`src/rtl/mnist_infer_sequencer_pkg.sv`:
```
// mnist_seq_pkg: shared states, transfer geometry and fp32 ordering key for the inference sequencer.
package mnist_seq_pkg;
  localparam logic [25:0] IMG_BASE = 26'h0000000;
  localparam logic [25:0] WEIGHT_BASE = 26'h0010000;
  localparam int IMG_BEATS = 49;
  localparam int WEIGHT_BEATS = 196;
  localparam int NUM_CLASSES = 10;
  localparam logic [25:0] ROW_BYTES = 26'(WEIGHT_BEATS * 16);
  typedef enum logic [2:0] {IDLE, IMG_RD, IMG_GAP, NEU_START, W_RD, W_GAP, MAC_WAIT, FINISH} state_t;
  // Maps fp32 bit patterns onto an unsigned total order (+0 above -0, NaN by bits).
  function automatic logic [31:0] fp32_order_key(input logic [31:0] b);
    return b[31] ? ~b : (b | 32'h80000000);
  endfunction
endpackage

```
`src/rtl/mnist_infer_sequencer_argmax.sv`:
```
// fp32_argmax_tracker: keeps the index/value of the largest fp32 seen since clear; first valid loads unconditionally.
module fp32_argmax_tracker
  import mnist_seq_pkg::*;
(
  input  logic        clk,
  input  logic        reset_n,
  input  logic        clear,
  input  logic        valid,
  input  logic [31:0] value,
  input  logic [3:0]  index,
  output logic [3:0]  best_index,
  output logic [31:0] best_value
);
  logic has_q, has_d, take;
  logic [3:0] idx_q, idx_d;
  logic [31:0] val_q, val_d;
  always_comb begin
    take = valid && (!has_q || fp32_order_key(value) > fp32_order_key(val_q));
    has_d = !clear && (has_q || valid);
    idx_d = clear ? '0 : take ? index : idx_q;
    val_d = clear ? '0 : take ? value : val_q;
  end
  always_ff @(posedge clk or negedge reset_n) begin
    if (!reset_n) begin
      has_q <= 1'b0;
      idx_q <= '0;
      val_q <= '0;
    end else begin
      has_q <= has_d;
      idx_q <= idx_d;
      val_q <= val_d;
    end
  end
  assign best_index = idx_q;
  assign best_value = val_q;
endmodule

```
`src/rtl/mnist_infer_sequencer.sv`:
```
// mnist_infer_sequencer: fetches the image and ten weight rows over the bridge, feeds fp_mac and reports the argmax class.
module mnist_infer_sequencer
  import mnist_seq_pkg::*;
(
  input  logic         clk,
  input  logic         reset_n,
  input  logic         start,
  output logic         busy,
  output logic         done,
  output logic [3:0]   result_index,
  output logic [31:0]  result_value,
  output logic [25:0]  interface_address,
  output logic [15:0]  interface_byte_enable,
  output logic         interface_read,
  input  logic         interface_acknowledge,
  input  logic [127:0] interface_read_data,
  output logic         img_wr_en,
  output logic [9:0]   img_wr_addr,
  output logic [127:0] img_wr_data,
  output logic         mac_start,
  output logic         mac_data_valid,
  output logic [127:0] mac_data,
  input  logic         mac_done,
  input  logic [31:0]  mac_result
);
  state_t state_q, state_d;
  logic [25:0] addr_q, addr_d, row_q, row_d;
  logic [7:0] beat_q, beat_d;
  logic [3:0] neuron_q, neuron_d;
  logic img_wr_en_q, img_wr_en_d, mac_dv_q, mac_dv_d;
  logic [9:0] wr_addr_q, wr_addr_d;
  logic [127:0] data_q, data_d;
  logic ack, clear;
  assign interface_read = state_q == IMG_RD || state_q == W_RD;
  assign ack = interface_read && interface_acknowledge;
  always_comb begin
    state_d = state_q;
    addr_d = ack ? addr_q + 26'd16 : addr_q;
    row_d = row_q;
    beat_d = ack ? beat_q + 8'd1 : beat_q;
    neuron_d = neuron_q;
    wr_addr_d = ack ? {beat_q[5:0], 4'b0} : wr_addr_q;
    data_d = ack ? interface_read_data : data_q;
    img_wr_en_d = ack && state_q == IMG_RD;
    mac_dv_d = ack && state_q == W_RD;
    clear = 1'b0;
    case (state_q)
      IDLE: if (start) begin
        state_d = IMG_RD;
        addr_d = IMG_BASE;
        row_d = WEIGHT_BASE;
        beat_d = '0;
        neuron_d = '0;
        clear = 1'b1;
      end
      IMG_RD: if (ack) state_d = beat_q == 8'(IMG_BEATS - 1) ? NEU_START : IMG_GAP;
      IMG_GAP: state_d = IMG_RD;
      // Row base advances by a constant stride instead of multiplying by the neuron index.
      NEU_START: begin
        state_d = W_RD;
        addr_d = row_q;
        row_d = row_q + ROW_BYTES;
        beat_d = '0;
      end
      W_RD: if (ack) state_d = beat_q == 8'(WEIGHT_BEATS - 1) ? MAC_WAIT : W_GAP;
      W_GAP: state_d = W_RD;
      MAC_WAIT: if (mac_done) begin
        state_d = neuron_q == 4'(NUM_CLASSES - 1) ? FINISH : NEU_START;
        neuron_d = neuron_q + 4'd1;
      end
      FINISH: state_d = IDLE;
    endcase
  end
  always_ff @(posedge clk or negedge reset_n) begin
    if (!reset_n) begin
      state_q <= IDLE;
      addr_q <= '0;
      row_q <= '0;
      beat_q <= '0;
      neuron_q <= '0;
      wr_addr_q <= '0;
      data_q <= '0;
      img_wr_en_q <= 1'b0;
      mac_dv_q <= 1'b0;
    end else begin
      state_q <= state_d;
      addr_q <= addr_d;
      row_q <= row_d;
      beat_q <= beat_d;
      neuron_q <= neuron_d;
      wr_addr_q <= wr_addr_d;
      data_q <= data_d;
      img_wr_en_q <= img_wr_en_d;
      mac_dv_q <= mac_dv_d;
    end
  end
  fp32_argmax_tracker u_argmax (
    .clk        (clk),
    .reset_n    (reset_n),
    .clear      (clear),
    .valid      (state_q == MAC_WAIT && mac_done),
    .value      (mac_result),
    .index      (neuron_q),
    .best_index (result_index),
    .best_value (result_value)
  );
  assign busy = state_q != IDLE && state_q != FINISH;
  assign done = state_q == FINISH;
  assign mac_start = state_q == NEU_START;
  assign interface_address = addr_q;
  assign interface_byte_enable = 16'hFFFF;
  assign img_wr_en = img_wr_en_q;
  assign img_wr_addr = wr_addr_q;
  assign img_wr_data = data_q;
  assign mac_data_valid = mac_dv_q;
  assign mac_data = data_q;
endmodule

```
`config.mk`:
```
export PLATFORM = sky130hd
export DESIGN_NAME = mnist_infer_sequencer
export DESIGN_NICKNAME = d
export VERILOG_FILES = /design/src/rtl/mnist_infer_sequencer_pkg.sv /design/src/rtl/mnist_infer_sequencer_argmax.sv /design/src/rtl/mnist_infer_sequencer.sv
export SDC_FILE = /design/constraint.sdc
export NUM_CORES = 1
export LEC_CHECK = 0
export BUFFER_PORTS_ARGS = -buffer_cell sky130_fd_sc_hd__buf_2
export CORE_AREA = 5 5 200 202
export DETAILED_ROUTE_END_ITERATION = 8
export DIE_AREA = 0 0 205 207
export GPL_TIMING_DRIVEN = 1
export PLACE_DENSITY = 0.65
export RECOVER_POWER = 50
export SKIP_CTS_REPAIR_TIMING = 1
export SYNTH_ARGS = -nofsm -noshare
export SYNTH_HDL_FRONTEND = slang
export SYNTH_SLANG_ARGS = --single-unit
```
`constraint.sdc`:
```
create_clock -name clk -period 3 [get_ports clk]
set_input_delay 0.15 -clock clk [delete_from_list [all_inputs] [get_ports clk]]
set_output_delay 0.15 -clock clk [all_outputs]
set_load 0.05 [all_outputs]
```
* Yosys cells after proc, flatten, opt, wreduce, memory -nomap -nowiden
Cells that the tools add are included.
** Word-level totals
- Bits in registers :: 240
- Bits of input ports :: 165
- Output and inout port bits :: 350
** Operators by class
- Add/subtract/negate cells :: 4
- Magnitude comparators :: 1
- Eq/ne operators :: 15
- Mux-type cells :: 27
- Bitwise logic cells :: 2
- Reduce and logical (&&, ||, !) cells :: 21
** Operators with widths (number)
- 32-bit two-way mux :: 4
- 26-bit one-hot mux with 2 select lines :: 2
- 26-bit two-way mux :: 3
- 32-bit inverter :: 2
- 32-bit > comparator :: 1
- 26-bit by 12-bit adder with 26-bit output (second input constant) :: 1
- 26-bit by 5-bit adder with 26-bit output (second input constant) :: 1
- 3-bit one-hot mux with 7 select lines :: 1
- 4-bit two-way mux :: 4
- 8-bit two-way mux :: 2
- 8-bit one-hot mux with 2 select lines :: 1
- 3-bit two-way mux :: 5
- 3-bit == test (second input constant) :: 4
- 8-bit by 1-bit adder with 8-bit output (second input constant) :: 1
- 8-bit by 6-bit == test with 1-bit output (second input constant) :: 1
- 8-bit == test (second input constant) :: 1
- 2-bit inequality test (second input constant) :: 4
- 4-bit one-hot mux with 2 select lines :: 1
- 1-bit logical AND :: 7
- 3-bit by 2-bit == test with 1-bit output (second input constant) :: 2
- 2-bit nonzero test :: 3
- 4-bit by 1-bit adder with 4-bit output (second input constant) :: 1
- 4-bit == test (second input constant) :: 1
- 4-bit AND reduction :: 1
- other kinds (11) :: 16

* Depth between registers and ports, before layout
Gate-level depths: netlist of the first run.
- Depth after elaboration :: 7
- Mapped depth :: 12

* Hierarchy
From an unflattened synthesis of the first run, not the netlist that was laid out.
** Unflattened totals
- Cell total of the unflattened synthesis :: 1117
- Area total of the unflattened synthesis :: 12490.7 µm²
** By module, submodules not included
- mnist_infer_sequencer :: times used 1, cells an instance 802, area an instance 9357.7 µm², sequential area each 4854.7 µm²
- fp32_argmax_tracker :: times used 1, cells an instance 315, area an instance 3133.0 µm², sequential area each 925.9 µm²

* Worst setup path before layout of the first run
No wires, ideal clock.
- Path kind :: reg2reg
- From :: register u_argmax.val_q[31] (netlist: u_argmax.best_value[31])
- To :: register u_argmax.idx_q[0] (netlist: u_argmax.best_index[0])
- Library setup time :: 0.079 ns
- Arrival time :: 3.071 ns
- Data required time :: 2.921 ns
- Path slack :: -0.150 ns
- Stages on the path, launching flop included :: 12
- Buffers on the path :: 4
- Period minus slack after synthesis :: 3.150 ns
- Path through :: dfrtp_1 > clkbuf_1 > buf_1 > xnor2_1 > ha_1 > nand4_2 > nor4_4 > o311ai_1 > a31oi_1 > buf_6 > buf_12 > mux2i_1
** On the way
- Longest elaborated chain between the ends :: 6
** Ends and longest elaborated chain
- start: declaration :: line mnist_infer_sequencer_argmax.sv:16 : logic [31:0] val_q, val_d;
- start signal: assignment :: line mnist_infer_sequencer_argmax.sv:31 : val_q <= val_d;
- 32-bit inverter :: line mnist_infer_sequencer_pkg.sv:12 : return b[31] ? ~b : (b | 32'h80000000);
- 32-bit two-way mux (*) :: line mnist_infer_sequencer_pkg.sv:12
- 32-bit > comparator (*) :: line mnist_infer_sequencer_argmax.sv:18 : take = valid && (!has_q || fp32_order_key(value) > fp32_order_key(val_q));
- 1-bit logical OR (*) :: line mnist_infer_sequencer_argmax.sv:18
- 1-bit logical AND (*) :: line mnist_infer_sequencer_argmax.sv:18
- 2-bit nonzero test (no line) (*)
- end signal: assignment :: line mnist_infer_sequencer_argmax.sv:30 : idx_q <= idx_d;
- end: declaration :: line mnist_infer_sequencer_argmax.sv:15 : logic [3:0] idx_q, idx_d;
Mark *: on every way between the ends. The rest lies on a longest branch, timed or not.
A chain may end at the register's enable or synchronous reset.

* Worst setup path after layout of the first run
- From :: register u_argmax.val_q[31] (netlist: u_argmax.best_value[31])
- To :: register u_argmax.val_q[11] (netlist: u_argmax.best_value[11])
** On the way
- Longest elaborated chain between the ends :: 6
** Ends and longest elaborated chain (line)
- 32-bit inverter :: mnist_infer_sequencer_pkg.sv:12
- 32-bit two-way mux (*) :: mnist_infer_sequencer_pkg.sv:12
- 32-bit > comparator (*) :: mnist_infer_sequencer_argmax.sv:18
- 1-bit logical OR (*) :: mnist_infer_sequencer_argmax.sv:18
- 1-bit logical AND (*) :: mnist_infer_sequencer_argmax.sv:18
- 2-bit nonzero test (no line) (*)
Marks and branches as above.

==> results of run 1 <==
-- cell usage in the layout (no fill, tap or decap), types with 8 or more instances in the layout --
cell type,synthesis,final
buf_2,21,330
dfrtp_1,231,231
clkbuf_1,12,168
dlygate4sd3_1,0,161
mux2_2,134,134
nand2_1,92,92
xor2_1,53,53
mux2i_1,42,42
inv_1,41,41
xnor2_1,41,41
nor2_1,40,39
ha_1,38,38
clkbuf_16,0,27
nand3_1,26,26
nand4_1,20,20
o21ai_0,20,20
conb_1,2,20
a21oi_1,16,16
o21ai_1,11,11
buf_4,152,11
o31ai_1,8,8
-- layout make-up --
class,instances,share of cell area
clock buffer,36,0.04614
clock inverter,10,0.009729
inverter,42,0.009577
multi-input combinational,620,0.2957
sequential,231,0.3511
tap,518,0.03937
timing repair buffer,675,0.2483
-- sequential cells by signal, summed over array words and instances (netlist names), 4 cells and up --
name                 flops
neuron_q                 4
beat_q                   8
img_wr_addr              6
interface_address       23
img_wr_data            128
u_argmax.best_index      4
u_argmax.best_value     32
row_q                   20
-- Yosys cell counts, drive strengths merged, types with 16 or more instances --
cell type	n	area (µm²)
dfrtp	231	5781
buf	183	1340
mux2	134	1509
nand2	92	345.3
xor2	54	480.5
mux2i	42	420.4
inv	41	153.9
xnor2	41	359.1
nor2	40	150.1
ha	38	475.5
o21ai	31	155.1
nand3	26	130.1
nand4	25	196.4
a21oi	16	80.08
-- path summary, 6_finish.rpt --
check / endpoint / slack (ns)
max: u_argmax.best_value[11] / 0.25
min: neuron_q[0] / 0.02
max reg2reg: u_argmax.best_value[11] / 0.25
min reg2reg: row_q[25] / 0.50
max in group asynchronous: img_wr_data[74] / 0.51
min in group asynchronous: img_wr_data[104] / 0.80
-- stage by stage --
stage	cell area [µm²]	hold WS, ns	setup WS [ns]	std cells
6_report	16460	0.02400	0.2463	2132
4_1_cts	15070	-0.3734	0.1432	1971
2_1_floorplan	12170	-0.1456	0.06151	1088
5_1_grt	16460	0.04103	0.03541	2132
3_3_place_gp	14150	0.2132	0.3108	1925
3_5_place_dp	14150	0.2158	0.1974	1925
-- metal layers --
metal	up-vias	part of all wire
met1	4678	0.42
met5	-	0.00036
met4	2	0.019
met3	51	0.072
met2	338	0.49
li1	4495	-
-- critical path: cells and delay by family (launching register included) --
family	cells	cell delay [ns]
AND/OR/NAND/NOR	2	0.56
AO/OA/AOI/OAI	2	0.50
buffers and inverters	2	0.46
flip-flops	1	0.44
adder cells (fa/ha/maj)	1	0.33
multiplexers	1	0.23
XOR/XNOR	1	0.14
-- kinds of logic (layout without fill, tap and decap cells) --
| logic type | count (synthesis) | in the layout | share of synthesized area |
|---|---|---|---|
| AOI/OAI and AO/OA | 78 | 78 | 0.04022 |
| xor gates and xnor gates | 95 | 95 | 0.06938 |
| adders and majority gates | 38 | 38 | 0.03929 |
| buffers and inverters | 237 | 763 | 0.1275 |
| DFF | 231 | 231 | 0.4777 |
| muxes | 176 | 176 | 0.1594 |
| other | 2 | 20 | 0.0006206 |
| and+or+nand+nor | 213 | 213 | 0.08592 |
==> flow_summary.toml, run 1 <==
[run_status]
status = "complete, but fails checks"
violations = "max-capacitance violations, max-slew violations"

[worst_setup_path]
cp_cell_sequence = "buf_4 > xnor2_1 > ha_1 > nand4_2 > nor4_4 > o311ai_1 > a31oi_4 > buf_6 > mux2i_1"
slowest_stage = "dfrtp_1"
worstSetupPathType = "flop to flop"
crit_arrival_ns = 3.20
startpoint = "u_argmax.best_value[31]"
ff2ff_path_depth = 9
crit_path_max_fanout = 14
regToRegStartpoint = "u_argmax.best_value[31]"
cp-end-kind = "flop"
critPathMaxStageDelay_ns = 0.44
timing.critical_path.from_type = "flop"
required_ns = 3.44

[cts]
numClockSinks = 231
worstSkewPairLatency_ns = 0.54
h-tree-depth = 1
root_buffer = "clkbuf_16"
clk_pin_slew_worst_paths_ns = 0.06
clockBufferDepth = 3
cts_buffers = 27
cts_tree = "built"

[grt]
grt_pass1_vias = 9304
grtUsageTotal = 0.1527
grtUsageMet3 = 0.03691
grt-ovfl-total = 0
grt_pass1_wl_um = 53010
met1_usage = 0.2022
grt_use_met2 = 0.2537
busiest_layer = "met2"
grt_max_degree = 80
antenna_found_initial = 1

[finish]
seqCellArea_mm2 = 0.005781
drive_gt1_frac = 0.3346
multi_input_area_mm2 = 0.004868
final_nets = 1800
n_antenna_cell = 0
syn2layout_area_growth_pct = 36.03
fin_util = 0.4320
fill_cells = 3639

[timing]
period_needed_ns = 2.754
rsz0062_at_grt = "false"
skew_ns = 0.01635
post-route-period-util = 0.9179
finalHoldViolCount = 0
drv_slew = 78
setup_viol = 0
tns_ns = 0
clock.fmax_mhz = 363.1
tightest_slew_ns = 2.296
relSlewSlack = -0.5309

[yosys]
synth_cell_types = 51
yosysWarnings = 0
synthCells = 1070
synth_edf_count = 0
ys_async_sr_fraction = 1.000
yosysSeqAreaShare = 0.4777
synth_top_flop_cell = "dfrtp_1"
synth-seq-cells = 231
syn_avg_cell_area_um2 = 11.31
netlist_area_mm2 = 0.01210

[placed_design]
hpwl_um = 25260
place_congestion = 0.8201
port-buffer-count = 494

[job]
maxCapViolCount = 1

[die]
io_pins = 515
die_area_mm2 = 0.04244
die_h_um = 207
rows = 72
start_util = 0.3176
die_width_um = 205
coreArea_mm2 = 0.03811

[route]
drt_iter0_drc = 363
ant_nets = 0
viasPerCell = 4.486
first_pass_iters = 4
drc_errors = 0
finalWirelength_um = 35960
via_count = 9564
drt-wirelength-per-cell_um = 16.87

[hold_path]
hp-class = "input pin to flop"
whs_path_depth = 4
hp-start = "start"
Power of run 1 is not shown: default switching activity piles up to over one toggle a cycle in this logic, so the estimate is an artifact.
==> run 2: changes to the inputs <==
Settings changed: CORE_AREA 5 5 200 202 to 5 5 198 200, CTS_BUF_LIST set to sky130_fd_sc_hd__clkbuf_2, DIE_AREA 0 0 205 207 to 0 0 203 205, PLACE_DENSITY 0.65 to 0.66.
==> run 2 against run 1 <==
  * Flip-flop and latch count unchanged
  * Clock skew rose by 0.097 ns
  * Via count increased by 9.1%
  * Register-to-register slack got worse by 0.04 ns
  * The run still ends with max-capacitance violations, max-slew violations left
  * Design area rose by 7.4%
  * Setup slack worse by 0.044 ns
  * Critical path depth stayed put
  * Global-route usage up 0.14 points
  * Critical path type unchanged
  * Largest cell class unchanged
  * First-iteration DRC count is 1.7% lower
==> flow_summary.toml, run 2 (same netlist as run 1, synthesis figures left out) <==
[run_status]
status = "complete, but fails checks"
violations = "max-capacitance violations, max-slew violations"

[cts]
cts_buffers = 69
worstSkewPairLatency_ns = 0.95
clk_pin_slew_worst_paths_ns = 0.10
h-tree-depth = 3
numClockSinks = 231
cts_tree = "built"
clockBufferDepth = 3
root_buffer = "clkbuf_2"

[timing]
period_needed_ns = 2.797
tightest_slew_ns = 1.519
setup_viol = 0
clock.fmax_mhz = 357.5
drv_slew = 34
timing.hold.ws_ns = 0.07074
relSlewSlack = -0.01300
post-route-period-util = 0.9325
skew_ns = 0.1137
finalHoldViolCount = 0

[worst_setup_path]
timing.critical_path.from_type = "flop"
slowest_stage = "dfrtp_1"
cp_num_buf_inv = 2
critPathMaxStageDelay_ns = 0.41
cp_cell_sequence = "buf_12 > xnor2_1 > ha_1 > nand4_2 > nor4_4 > o311ai_1 > a31oi_4 > buf_4 > mux2i_1"
cp-end-kind = "flop"
worstSetupPathType = "flop to flop"
crit_family = "simple AND/OR/NAND/NOR gates"
required_ns = 3.80
crit_arrival_ns = 3.59
crit_path_max_fanout = 34

[die]
die_h_um = 205
die_width_um = 203
coreArea_mm2 = 0.03722
start_util = 0.3251
io_pins = 515
die_area_mm2 = 0.04162
rows = 71

[grt]
antenna_found_initial = 1
grtUsageTotal = 0.1542
grt_pass1_vias = 9520
grt_pass1_wl_um = 51500
grt-ovfl-total = 0
grt_max_degree = 97

[finish]
largest_reg_flops = 128
fill_cells = 3446
final_cell_mix = "buf_2 (340), dlygate4sd3_1 (311), dfrtp_1 (229), clkbuf_1 (158), mux2_2 (134)"
syn2layout_area_growth_pct = 46.14
final_common_cell = "buf_2"
final_nets = 1997
drive_gt1_frac = 0.3369

[placed_design]
place_congestion = 0.7759
hpwl_um = 24540
port-buffer-count = 494

[route]
drt-wirelength-per-cell_um = 16.55
via_count = 10430
drc_errors = 0
first_pass_iters = 4
drt_iter0_drc = 357
finalWirelength_um = 38410
viasPerCell = 4.495
ant_nets = 0

[job]
maxCapViolCount = 1

[hold_path]
hp-class = "input pin to flop"
run 2: metrics by stage:
| step | cell area (µm²) | TNS, ns | std cells | setup slack, ns | utilization |
|---|---|---|---|---|---|
| 6_report | 17690 | 0 | 2321 | 0.2026 | 0.4751 |
| 3_3_place_gp | 14120 | 0 | 1883 | 0.3574 | 0.3794 |
| 4_1_cts | 14770 | -0.4276 | 2006 | -0.4276 | 0.3969 |
| 2_1_floorplan | 12170 | 0 | 1088 | 0.06151 | - |
| 3_5_place_dp | 14120 | 0 | 1883 | 0.2782 | 0.3794 |
| 5_1_grt | 17690 | -0.002623 | 2321 | -0.002623 | 0.4751 |
run 2: worst reg2reg max path, cell delays in order, from the launching register on:
cell and delay (ns):
dfrtp_1 0.41, buf_12 0.20, xnor2_1 0.15, ha_1 0.33
nand4_2 0.16, nor4_4 0.38, o311ai_1 0.21, a31oi_4 0.26
buf_4 0.32, mux2i_1 0.24
run 2: path summary, 6_finish.rpt:
check / from / to / slack, ns / cells past startpoint
max: u_argmax.best_value[31] / u_argmax.best_value[23] / 0.20 / 9
min: mac_result[21] / u_argmax.best_value[21] / 0.07 / 4
max reg2reg: u_argmax.best_value[31] / u_argmax.best_value[23] / 0.20 / 9
min reg2reg: row_q[25] / row_q[25] / 0.50 / 1
max in group asynchronous: reset_n / img_wr_data[96] / 0.43 / 4
min in group asynchronous: reset_n / u_argmax.best_value[4] / 0.37 / 3
run 2: cell type report:
cell class | instances | area (µm²) | share of cell area
diodes | 1 | 2.502 | 0.0001415
repair buffers | 830 | 5630 | 0.3184
flip-flops and latches | 231 | 5783 | 0.3270
clock inverters | 19 | 131.4 | 0.007428
clock buffers | 104 | 520.5 | 0.02943
well taps | 474 | 593.1 | 0.03353
inverters | 42 | 161.4 | 0.009126
multi-input cells | 620 | 4863 | 0.2750
run 2: routing by layer:
layer	GRT usage	part of all wire	routed length (µm)
met5	0	0	0
met4	0.06474	0.027	1042
met3	0.04844	0.074	2841
met2	0.2494	0.51	19490
met1	0.1915	0.39	15040
Power of run 2 is left out for the same reason.
==> run 3: changes to the inputs <==
Settings changed: BUFFER_PORTS_ARGS -buffer_cell sky130_fd_sc_hd__buf_2 to unset, DONT_BUFFER_PORTS set to 1, PLACE_DENSITY 0.66 to 0.54, SETUP_SLACK_MARGIN set to 0.2.
==> run 3 against run 2 <==
  * The flow now stops in global routing
  * Synthesized cell count is the same
  * Synthesized area is the same
==> flow_summary.toml, run 3 <==
[run_status]
status = "did not finish"
lastStage = "global routing"
error = "[ERROR RSZ-0060] Max buffer count reached."

[timing]
worstEndpointType = "register input"
worstEndpointGrtRepair = "u_argmax.best_value[6]$_DFFE_PN0P_/D"

[cts]
cts_buffers = 69
clockBufferDepth = 3
h-tree-depth = 3
root_buffer = "clkbuf_2"
numClockSinks = 231

[yosys]
synth-seq-cells = 231
netlist_area_mm2 = 0.01210
synth_edf_count = 0
yosysSeqAreaShare = 0.4777
synth_top_area_frac = 0.4777
synth_top_cells_by_area = "dfrtp_1 (48%), mux2_2 (12%), buf_4 (9.4%)"
synth_top_flop_cell = "dfrtp_1"
yosysWarnings = 0
yosys.area.top_type = "dfrtp_1"
synthCells = 1070
synth_cell_types = 51
synth_top_cells_by_count = "dfrtp_1 (231), buf_4 (152), mux2_2 (134), nand2_1 (92), xor2_1 (53)"
ys_async_sr_fraction = 1.000
post-synth-top-count-cell = "dfrtp_1"
syn_avg_cell_area_um2 = 11.31

[placed_design]
place_congestion = 0.7478
place_ws_ns = 0.2371
place_inst = 1453
port-buffer-count = 0
hpwl_um = 22340

[die]
start_util = 0.3251
die_h_um = 205
die_width_um = 203
rows = 71
io_pins = 515

[grt]
grt_max_degree = 232
[run 3: cell counts after synthesis]
Identical to the previous run, type by type.
[run 3: kinds of logic after synthesis]
| kind of cell | after synthesis | synth area share |
|---|---|---|
| DFF | 231 | 0.4777 |
| adders and majority gates | 38 | 0.03929 |
| buffers and inverters | 237 | 0.1275 |
| muxes | 176 | 0.1594 |
| other | 2 | 0.0006206 |
| xor gates and xnor gates | 95 | 0.06938 |
| and+or+nand+nor | 213 | 0.08592 |
| AOI/OAI and AO/OA | 78 | 0.04022 |
[run 3: metrics by stage]
step,instance area [µm²],hold slack (ns)
3_3_place_gp,12100,-0.1396
2_1_floorplan,12170,-0.1456
4_1_cts,12670,-1.221
3_5_place_dp,12100,-0.1400
==> run 4: changes to the inputs <==
Settings changed: CTS_BUF_LIST sky130_fd_sc_hd__clkbuf_2 to unset, PLACE_DENSITY 0.54 to unset, PLACE_DENSITY_LB_ADDON set to 0.15, SETUP_SLACK_MARGIN 0.2 to unset.
==> run 4 against run 3 <==
  * The flow now finishes, with violations (negative hold slack)
==> flow_summary.toml, run 4 (same netlist as run 1, synthesis figures left out) <==
[die]
die_area_mm2 = 0.04162
die_h_um = 205
coreArea_mm2 = 0.03722
start_util = 0.3251
die_width_um = 203
rows = 71
io_pins = 515

[grt]
grt_pass1_vias = 7604
grt_max_degree = 232
antenna_found_initial = 1
grt_pass1_wl_um = 48060
grt-ovfl-total = 0
grtUsageTotal = 0.1461

[finish]
n_antenna_cell = 0
final_nets = 1388
largest_reg_flops = 128
final_common_cell = "dfrtp_1"
final_cell_mix = "dfrtp_1 (230), dlygate4sd3_1 (163), mux2_2 (134), nand2_1 (92), clkbuf_1 (74)"
syn2layout_area_growth_pct = 19.88
drive_gt1_frac = 0.1866

[cts]
numClockSinks = 231
clk_pin_slew_worst_paths_ns = 0.06
worstSkewPairLatency_ns = 0.55
root_buffer = "clkbuf_16"
clockBufferDepth = 3
h-tree-depth = 1
cts_tree = "built"
cts_buffers = 29

[timing]
skew_ns = 0.01786
tightest_slew_ns = 1.436
period_needed_ns = 2.745
setup_ws_ns = 0.2546
rsz0062_at_grt = "false"
relSlewSlack = 0.04289
timing.hold.ws_ns = -0.6946
finalHoldViolCount = 231
post-route-period-util = 0.9151
clock.fmax_mhz = 364.2
tns_ns = 0
setup_viol = 0
drv_slew = 0

[route]
drt-wirelength-per-cell_um = 19.81
drt_iter0_drc = 308
ant_nets = 0
via_count = 7967
viasPerCell = 4.742
finalWirelength_um = 33280
drc_errors = 0
first_pass_iters = 4

[hold_path]
hp-class = "input pin to asynchronous set/reset pin"

[run_status]
status = "complete, but fails checks"
violations = "negative hold slack"

[worst_setup_path]
slowest_stage = "clkbuf_1"
cp_cell_sequence = "clkbuf_1 > and4_1 > nand4_2 > nor3_2 > nand3_1 > xor2_1 > o31ai_1"
critPathMaxStageDelay_ns = 0.73
cp_num_buf_inv = 1
cp-end-kind = "flop"
crit_path_max_fanout = 6
worstSetupPathType = "flop to flop"
crit_family = "simple AND/OR/NAND/NOR gates"
required_ns = 3.45
timing.critical_path.from_type = "flop"
crit_arrival_ns = 3.19

[job]
maxCapViolCount = 0

[placed_design]
port-buffer-count = 0
place_ws_ns = 0.2631
place_congestion = 0.7662
hpwl_um = 22990
-- run 4: path summary, 6_finish.rpt --
kind | slack [ns] | endpoint | from | cells after the start
worst min-delay path | -0.69 | img_wr_data[112] | reset_n | 0
worst max register to register | 0.25 | interface_address[23] | interface_address[7] | 7
max in group asynchronous | 2.97 | img_wr_data[46] | reset_n | 0
worst min register to register | 0.48 | row_q[25] | row_q[25] | 1
min in group clk | 0.08 | state_q[2] | start | 4
worst max-delay path | 0.25 | interface_address[23] | interface_address[7] | 7
-- run 4: through the flow --
| step | util | std cells | instance area [µm²] |
|---|---|---|---|
| 2_1_floorplan | - | 1088 | 12170 |
| 3_3_place_gp | 0.3278 | 1465 | 12200 |
| 4_1_cts | 0.3528 | 1517 | 13130 |
| 6_report | 0.3898 | 1680 | 14510 |
| 3_5_place_dp | 0.3278 | 1465 | 12200 |
| 5_1_grt | 0.3898 | 1680 | 14510 |
-- run 4: cell type report --
cell class | count | area [µm²]
Clock buffer | 39 | 803.3
Clock inverter | 13 | 128.9
Fill cell | 3650 | 22710
Inverter | 42 | 157.7
Multi-Input combinational cell | 620 | 4868
Sequential cell | 231 | 5782
Tap cell | 474 | 593.1
Timing Repair Buffer | 261 | 2175
-- run 4: per-layer routing --
| metal | global-route usage | vias to the layer above | part of all wire |
|---|---|---|---|
| li1 | - | 3682 | - |
| met1 | 0.1883 | 3934 | 0.43 |
| met2 | 0.2341 | 301 | 0.47 |
| met3 | 0.05256 | 48 | 0.084 |
| met4 | 0.03831 | 2 | 0.020 |
| met5 | 0 | - | 0.00039 |
Power of run 4 is left out for the same reason.
